### src/rtl/mips32_pkg.sv
`default_nettype none
// mips32_pkg -- shared types and constants for the MIPS32 hazard scoreboard.
// Revision: 1.0
package mips32_pkg;

  localparam int c_WB_LAT_MIN = 1;
  localparam int c_WB_LAT_MAX = 8;
  // Tracked rd field is sized for the largest register file supported (256).
  localparam int c_RD_W       = 8;

  typedef struct packed {
    logic              valid;
    logic [c_RD_W-1:0] rd;
  } entry_t;

  function automatic int idx_w(input int n);
    return (n > 1) ? $clog2(n) : 1;
  endfunction

endpackage
`default_nettype wire

### src/rtl/mips32_hazard_scoreboard_if.sv
`default_nettype none
// mips32_hazard_scoreboard_if -- issue/write-back/status bundle between decode and scoreboard.
// Revision: 1.0
interface mips32_hazard_scoreboard_if
  import mips32_pkg::*;
#(
  parameter int NREGS = 32,
  parameter int CNT_W = 16
);

  localparam int IDX_W = idx_w(NREGS);

  logic             iss_valid;
  logic [IDX_W-1:0] iss_rs;
  logic [IDX_W-1:0] iss_rt;
  logic             iss_rs_used;
  logic             iss_rt_used;
  logic [IDX_W-1:0] iss_rd;
  logic             iss_wr;
  logic             iss_halt;
  logic             flush;
  logic             iss_ready;
  logic             wb_valid;
  logic [IDX_W-1:0] wb_rd;
  logic             halted;
  logic             drained;
  logic [CNT_W-1:0] stall_cnt;

  modport master (
    output iss_valid, iss_rs, iss_rt, iss_rs_used, iss_rt_used, iss_rd, iss_wr, iss_halt, flush,
    input  iss_ready, wb_valid, wb_rd, halted, drained, stall_cnt
  );

  modport slave (
    input  iss_valid, iss_rs, iss_rt, iss_rs_used, iss_rt_used, iss_rd, iss_wr, iss_halt, flush,
    output iss_ready, wb_valid, wb_rd, halted, drained, stall_cnt
  );

endinterface
`default_nettype wire

### src/rtl/mips32_hazard_cmp.sv
`default_nettype none
// mips32_hazard_cmp -- flags a RAW hazard when a live source matches any presented entry.
// Revision: 1.0
module mips32_hazard_cmp
  import mips32_pkg::*;
#(
  parameter int IDX_W = 5,
  parameter int NENT  = 3
) (
  input  logic [IDX_W-1:0] i_rs,
  input  logic [IDX_W-1:0] i_rt,
  input  logic             i_rs_used,
  input  logic             i_rt_used,
  input  entry_t [NENT-1:0] i_ent,
  output logic             o_hazard
);

  logic w_rs_live;
  logic w_rt_live;

  // Register 0 is hard-wired, so reading it never depends on anything.
  assign w_rs_live = i_rs_used & (i_rs != '0);
  assign w_rt_live = i_rt_used & (i_rt != '0);

  always_comb begin
    o_hazard = 1'b0;
    for (int i = 0; i < NENT; i++) begin
      if (i_ent[i].valid &&
          ((w_rs_live && (i_ent[i].rd == c_RD_W'(i_rs))) ||
           (w_rt_live && (i_ent[i].rd == c_RD_W'(i_rt))))) begin
        o_hazard = 1'b1;
      end
    end
  end

endmodule
`default_nettype wire

### src/rtl/mips32_hazard_scoreboard.sv
`default_nettype none
// mips32_hazard_scoreboard -- in-order RAW scoreboard with HLT drain and stall counter.
// Optional macro MIPS32_SCB_FWD_EN bypasses the retiring stage. Revision: 1.0
module mips32_hazard_scoreboard
  import mips32_pkg::*;
#(
  parameter int NREGS  = 32,
  parameter int WB_LAT = 3,
  parameter int CNT_W  = 16
) (
  input logic                      clk1,
  input logic                      reset,
  mips32_hazard_scoreboard_if.slave bus
);

  localparam int IDX_W = idx_w(NREGS);
  localparam int c_LAT = (WB_LAT < c_WB_LAT_MIN) ? c_WB_LAT_MIN :
                         (WB_LAT > c_WB_LAT_MAX) ? c_WB_LAT_MAX : WB_LAT;
`ifdef MIPS32_SCB_FWD_EN
  localparam int c_NCHK = c_LAT - 1;
`else
  localparam int c_NCHK = c_LAT;
`endif

  entry_t [c_LAT-1:0] r_stage;
  entry_t [c_LAT-1:0] w_next;
  entry_t             w_new;
  logic               w_fire;
  logic               w_hazard;
  logic               w_any_live;
  logic               r_halted;
  logic [CNT_W-1:0]   r_stall_cnt;

  generate
    if (c_NCHK > 0) begin : g_cmp
      mips32_hazard_cmp #(
        .IDX_W (IDX_W),
        .NENT  (c_NCHK)
      ) u_cmp (
        .i_rs      (bus.iss_rs),
        .i_rt      (bus.iss_rt),
        .i_rs_used (bus.iss_rs_used),
        .i_rt_used (bus.iss_rt_used),
        .i_ent     (r_stage[c_NCHK-1:0]),
        .o_hazard  (w_hazard)
      );
    end else begin : g_no_cmp
      assign w_hazard = 1'b0;
    end
  endgenerate

  assign bus.iss_ready = ~w_hazard & ~r_halted;
  assign w_fire        = bus.iss_valid & bus.iss_ready;

  // Untracked issues enter as an all-zero bubble so wb_rd reads 0 when idle.
  always_comb begin
    w_new = '0;
    if (w_fire && bus.iss_wr && (bus.iss_rd != '0)) begin
      w_new.valid = 1'b1;
      w_new.rd    = c_RD_W'(bus.iss_rd);
    end
  end

  generate
    if (c_LAT > 1) begin : g_shift
      always_comb begin
        w_next = {r_stage[c_LAT-2:0], w_new};
        // A taken branch squashes the instruction issued one cycle earlier.
        if (bus.flush) begin
          w_next[1] = '0;
        end
      end
    end else begin : g_single
      assign w_next = w_new;
    end
  endgenerate

  always_ff @(posedge clk1) begin
    if (reset) begin
      r_stage <= '0;
    end else begin
      r_stage <= w_next;
    end
  end

  always_ff @(posedge clk1) begin
    if (reset) begin
      r_halted <= 1'b0;
    end else if (w_fire && bus.iss_halt) begin
      r_halted <= 1'b1;
    end
  end

  always_ff @(posedge clk1) begin
    if (reset) begin
      r_stall_cnt <= '0;
    end else if (bus.iss_valid && !bus.iss_ready && !r_halted && !(&r_stall_cnt)) begin
      r_stall_cnt <= r_stall_cnt + 1'b1;
    end
  end

  always_comb begin
    w_any_live = 1'b0;
    for (int i = 0; i < c_LAT; i++) begin
      w_any_live = w_any_live | r_stage[i].valid;
    end
  end

  assign bus.wb_valid  = r_stage[c_LAT-1].valid;
  assign bus.wb_rd     = r_stage[c_LAT-1].rd[IDX_W-1:0];
  assign bus.halted    = r_halted;
  assign bus.drained   = r_halted & ~w_any_live;
  assign bus.stall_cnt = r_stall_cnt;

endmodule
`default_nettype wire
### src/flat_wrapper.sv
// flat-port wrapper written by rule: the top's interface ports become plain ports
module mips32_hazard_scoreboard_flat import mips32_pkg::*;
#(
  parameter int NREGS  = 32,
  parameter int WB_LAT = 3,
  parameter int CNT_W  = 16
)
  (clk1, reset, bus_iss_valid, bus_iss_rs, bus_iss_rt, bus_iss_rs_used, bus_iss_rt_used, bus_iss_rd, bus_iss_wr, bus_iss_halt, bus_flush, bus_iss_ready, bus_wb_valid, bus_wb_rd, bus_halted, bus_drained, bus_stall_cnt);
  mips32_hazard_scoreboard_if #(.NREGS(NREGS), .CNT_W(CNT_W)) bus_i ();
  input logic clk1;
  input logic reset;
  input wire logic [$bits(bus_i.iss_valid)-1:0] bus_iss_valid;
  input wire logic [$bits(bus_i.iss_rs)-1:0] bus_iss_rs;
  input wire logic [$bits(bus_i.iss_rt)-1:0] bus_iss_rt;
  input wire logic [$bits(bus_i.iss_rs_used)-1:0] bus_iss_rs_used;
  input wire logic [$bits(bus_i.iss_rt_used)-1:0] bus_iss_rt_used;
  input wire logic [$bits(bus_i.iss_rd)-1:0] bus_iss_rd;
  input wire logic [$bits(bus_i.iss_wr)-1:0] bus_iss_wr;
  input wire logic [$bits(bus_i.iss_halt)-1:0] bus_iss_halt;
  input wire logic [$bits(bus_i.flush)-1:0] bus_flush;
  output wire logic [$bits(bus_i.iss_ready)-1:0] bus_iss_ready;
  output wire logic [$bits(bus_i.wb_valid)-1:0] bus_wb_valid;
  output wire logic [$bits(bus_i.wb_rd)-1:0] bus_wb_rd;
  output wire logic [$bits(bus_i.halted)-1:0] bus_halted;
  output wire logic [$bits(bus_i.drained)-1:0] bus_drained;
  output wire logic [$bits(bus_i.stall_cnt)-1:0] bus_stall_cnt;
  assign bus_i.iss_valid = bus_iss_valid;
  assign bus_i.iss_rs = bus_iss_rs;
  assign bus_i.iss_rt = bus_iss_rt;
  assign bus_i.iss_rs_used = bus_iss_rs_used;
  assign bus_i.iss_rt_used = bus_iss_rt_used;
  assign bus_i.iss_rd = bus_iss_rd;
  assign bus_i.iss_wr = bus_iss_wr;
  assign bus_i.iss_halt = bus_iss_halt;
  assign bus_i.flush = bus_flush;
  assign bus_iss_ready = bus_i.iss_ready;
  assign bus_wb_valid = bus_i.wb_valid;
  assign bus_wb_rd = bus_i.wb_rd;
  assign bus_halted = bus_i.halted;
  assign bus_drained = bus_i.drained;
  assign bus_stall_cnt = bus_i.stall_cnt;
  mips32_hazard_scoreboard #(.NREGS(NREGS), .WB_LAT(WB_LAT), .CNT_W(CNT_W)) u_core (.clk1(clk1), .reset(reset), .bus(bus_i));
endmodule
### config.mk
export PLATFORM = sky130hd
export DESIGN_NAME = mips32_hazard_scoreboard_flat
export DESIGN_NICKNAME = d
export VERILOG_FILES = /design/src/rtl/mips32_pkg.sv /design/src/rtl/mips32_hazard_scoreboard_if.sv /design/src/rtl/mips32_hazard_cmp.sv /design/src/rtl/mips32_hazard_scoreboard.sv /design/src/flat_wrapper.sv
export SDC_FILE = /design/constraint.sdc
export NUM_CORES = 1
export LEC_CHECK = 0
export CORE_ASPECT_RATIO = 1.1
export CORE_MARGIN = 5
export CORE_UTILIZATION = 40
export CTS_BUF_LIST = sky130_fd_sc_hd__clkbuf_4 sky130_fd_sc_hd__clkbuf_8 sky130_fd_sc_hd__clkbuf_16
export CTS_CLUSTER_SIZE = 30
export DETAILED_ROUTE_END_ITERATION = 16
export MAX_ROUTING_LAYER = met4
export PLACE_DENSITY = 0.64
export SETUP_SLACK_MARGIN = 0.02
export SLEW_MARGIN = 25
export SYNTH_ARGS = -nofsm -noshare
export SYNTH_HDL_FRONTEND = slang
export SYNTH_HIERARCHICAL = 1
export SYNTH_SLANG_ARGS = --single-unit
### constraint.sdc
create_clock -name clk1 -period 3.05 [get_ports clk1]
set_input_delay 0.7625 -clock clk1 [delete_from_list [all_inputs] [get_ports clk1]]
set_output_delay 0.7625 -clock clk1 [all_outputs]
set_load 0.03 [all_outputs]
==> flow_metrics.py <==
metrics = {
    "synthesis": {
        "synth_top_family_by_area": "simple AND/OR/NAND/NOR gates",
        "synth_seq_cells": 35,
        "synth_edf_count": 0,
        "synth.avg_cell_area_um2": 9.01,
        "syn-cell-area_um2": 1870,
        "synth-async-reset-ratio_pct": 0,
        "synth_flop_cell": "dfxtp_1",
        "ys_types": 41,
        "synth_simple_gate_area_share_pct": 30.5,
        "synth_compound_area_share_pct": 12.0,
        "synth_seq_area_share_pct": 37.4,
        "syn_inst": 208,
        "ys_warn_count": 6,
        "synthXorXnorAreaFrac_pct": 14.0,
        "synthAdderAreaFrac_pct": 0.668,
        "synth_mux_area_share_pct": 1.20,
    },
    "placed_design": {
        "place.gp.congestion": 0.869,
        "numPortBuffers": 47,
        "place_hpwl_um": 3630,
        "pre_cts_ws_ns": -0.701,
    },
    "setup_path": {
        "critPathTopFamily": "buffers and inverters",
        "crit_chain": "dlygate4sd2_1 > buf_4 > xor2_1 > nor4_2 > nand3_1 > a31o_1 > o21ai_2 > nor2_2 > buf_6",
        "reg2reg_to": "u_core/bus.stall_cnt[13]",
        "worst-r2r-setup-slack_ns": 0.13,
        "setup.worst_path.end_class": "output port",
        "arrival_ns": 2.21,
        "slowest_stage": "dlygate4sd2_1",
        "r2r_start": "u_core/r_stage[8]",
        "critPathKind": "primary input to output port",
        "start_kind": "primary input",
        "worstPathRequired_ns": 2.29,
        "rr_worst_depth": 10,
        "worstPathMaxFanout": 3,
        "max_stage_delay_ns": 0.26,
        "critPathBufInv": 3,
    },
    "route": {
        "finalWirelength_um": 5080,
        "num_vias": 1810,
        "drc": 0,
        "first_pass_iters": 4,
        "first_iter_violations": 58,
        "ant_nets": 0,
        "viasPerCell": 5.23,
        "wl_per_cell_um": 14.7,
    },
    "timing": {
        "drv_slew": 0,
        "fin_crit_sh_pct": 97.4,
        "hold_slack_ns": 0.494,
        "finalSetupViolCount": 0,
        "worst_pin_slew_ns": 0.540,
        "hold_viol": 0,
        "finalClockSkew_ns": 0.00878,
        "relSlewSlack_pct": 63.5,
        "setup_ws_ns": 0.0782,
        "max_freq_mhz": 336,
        "min_period_ns": 2.97,
        "grt_setup_unrepaired": "yes",
    },
    "clock_tree": {
        "ctsHtreeMaxLevel": 2,
        "path_clk_slew_ns": 0.06,
        "cts_tree": "built",
        "clock-root-buffer": "clkbuf_8",
        "clock_latency_ns": 0.29,
        "cts_sinks": 35,
        "hold_buffers": 0,
        "numCtsBuffers": 5,
        "clock_path_buffers": 2,
    },
    "run_status": {
        "status": "finished, final reports clean",
    },
    "global_route": {
        "grt_max_degree": 20,
        "overflow": 0,
        "antenna_found_initial": 0,
        "grt_pass1_wl_um": 8250,
        "grt_pass1_vias": 1783,
        "track_usage_pct": 18.1,
    },
    "hold_path": {
        "hold_path.class": "register to register",
        "worstHoldPathCells": 1,
        "hold_start": "u_core/r_stage[17]",
        "whs_endpoint": "u_core/bus.wb_valid",
    },
    "final_layout": {
        "layout_commonest_cell": "clkdlybuf4s50_1",
        "diodes": 0,
        "fin_nets": 313,
        "fillers": 405,
        "most-common-layout-cells": "clkdlybuf4s50_1, dfxtp_1, buf_4",
        "drive_above_1_share_pct": 23.8,
        "final-seq-area_um2": 702,
        "multi_input_area_um2": 1240,
        "area_delta_synth_final_pct": 49.4,
    },
    "power": {
        "power_leakage_nw": 1.06,
        "ir_drop_mv": 0.223,
        "p_per_area_nw_per_um2": 323,
    },
    "floorplanning": {
        "initial_utilization_pct": 40.8,
        "num_rows": 26,
        "die-height_um": 81.8,
        "die_x_um": 75.2,
        "core_um2": 4590,
        "die_area_um2": 6150,
        "io_pins": 48,
    },
    "job": {
        "cap_violations": 0,
    },
}
-- cell usage after synthesis (3+ instances only) --
library cell  count  area share (%)
nor4_1            4             1.3
and2_1           10             3.3
a21oi_1          13             3.5
buf_4             5             2.0
nor2b_1          10             3.3
or3_1             6             2.0
dfxtp_1          35              37
xnor2_1          10             4.7
and3_1            4             1.3
o21ai_0           9             2.4
or4_1             6             2.4
nand2_1           5             1.0
nand3_1           9             2.4
o41ai_1           3             1.4
inv_1             4            0.80
clkbuf_1          3            0.60
nor3_1            5             1.3
nor2_1           12             2.4
o31ai_1           3             1.2
xor2_1           20             9.4
nand4_1           6             2.0
-- kinds of logic after synthesis --
family / Yosys count
compound gates: 36
xor+xnor: 30
fa+ha+maj: 1
buf+inv: 13
flops: 35
mux: 2
other cells: 1
simple gates: 90
-- how the worst max path moves through the flow --
stage                      startpoint                       end  depth (start not counted)
floorplan               bus_iss_rs[2]  u_core/bus.stall_cnt[13]                         10
global placement        bus_iss_rs[2]             bus_iss_ready                          8
detailed placement      bus_iss_rs[2]             bus_iss_ready                          8
CTS                 u_core/r_stage[8]             bus_iss_ready                          7
global route        u_core/r_stage[8]  u_core/bus.stall_cnt[13]                         10
finish                  bus_iss_rt[0]             bus_iss_ready                          9
-- power breakdown --
group	total, mW	internal [mW]	switching [mW]
clock	0.323	0.156	0.167
combinational	0.114	0.0619	0.0519
sequential	0.466	0.461	0.00508
total	0.904	0.679	0.224
-- worst register-to-register path, stage by stage (launching register included) --
cell and delay [ns]:
dfxtp_2 0.32, or4b_4 0.46, or4_4 0.54, nor3_4 0.13, a311oi_2 0.06, o21ai_2 0.19, buf_4 0.15, and3b_2 0.27
nand3_4 0.12, or4_4 0.49, a21oi_2 0.13
-- state kept, by name, summed over array words and instances (netlist names) --
register and flops:
u_core/bus.wb_rd 5, u_core/r_stage 12, u_core/bus.halted 1, u_core/bus.wb_valid 1, u_core/bus.stall_cnt 16
-- layout make-up --
class	instances	area share, %
clock buffers	5	2.46
clock inverters	3	0.537
inverters	4	0.537
multi-input cells	168	44.2
flip-flops and latches	35	25.1
well taps	56	2.50
repair buffers	75	24.6
-- metrics by stage --
step / power [mW] / TNS (ns) / cells / util (%) / area (um^2)
after floorplan: 0.515 / 0 / 216 / - / 1900
after global placement: 0.579 / -4.93 / 330 / 55.2 / 2530
after detailed placement: 0.579 / -5.39 / 330 / 55.2 / 2530
after CTS: 0.911 / -0.0639 / 345 / 59.3 / 2720
after global routing: 0.944 / -0.0317 / 346 / 61.0 / 2800
final: 0.904 / 0 / 346 / 61.0 / 2800
-- metal layers --
metal	up-vias	global-route usage (%)	wire length, um
met4	0	7.34	103
met3	9	3.30	198
met2	50	30.4	2540
met1	845	21.3	2240
li1	906	-	-
met5	-	-	0
-- repair_timing --
item / CTS / global route
pin swaps: 14 / 14
resized for setup: 37 / 20
setup buffers: 7 / 2
endpoints found under the setup margin: 10 / 15
Power figures use the tool's default switching activity.
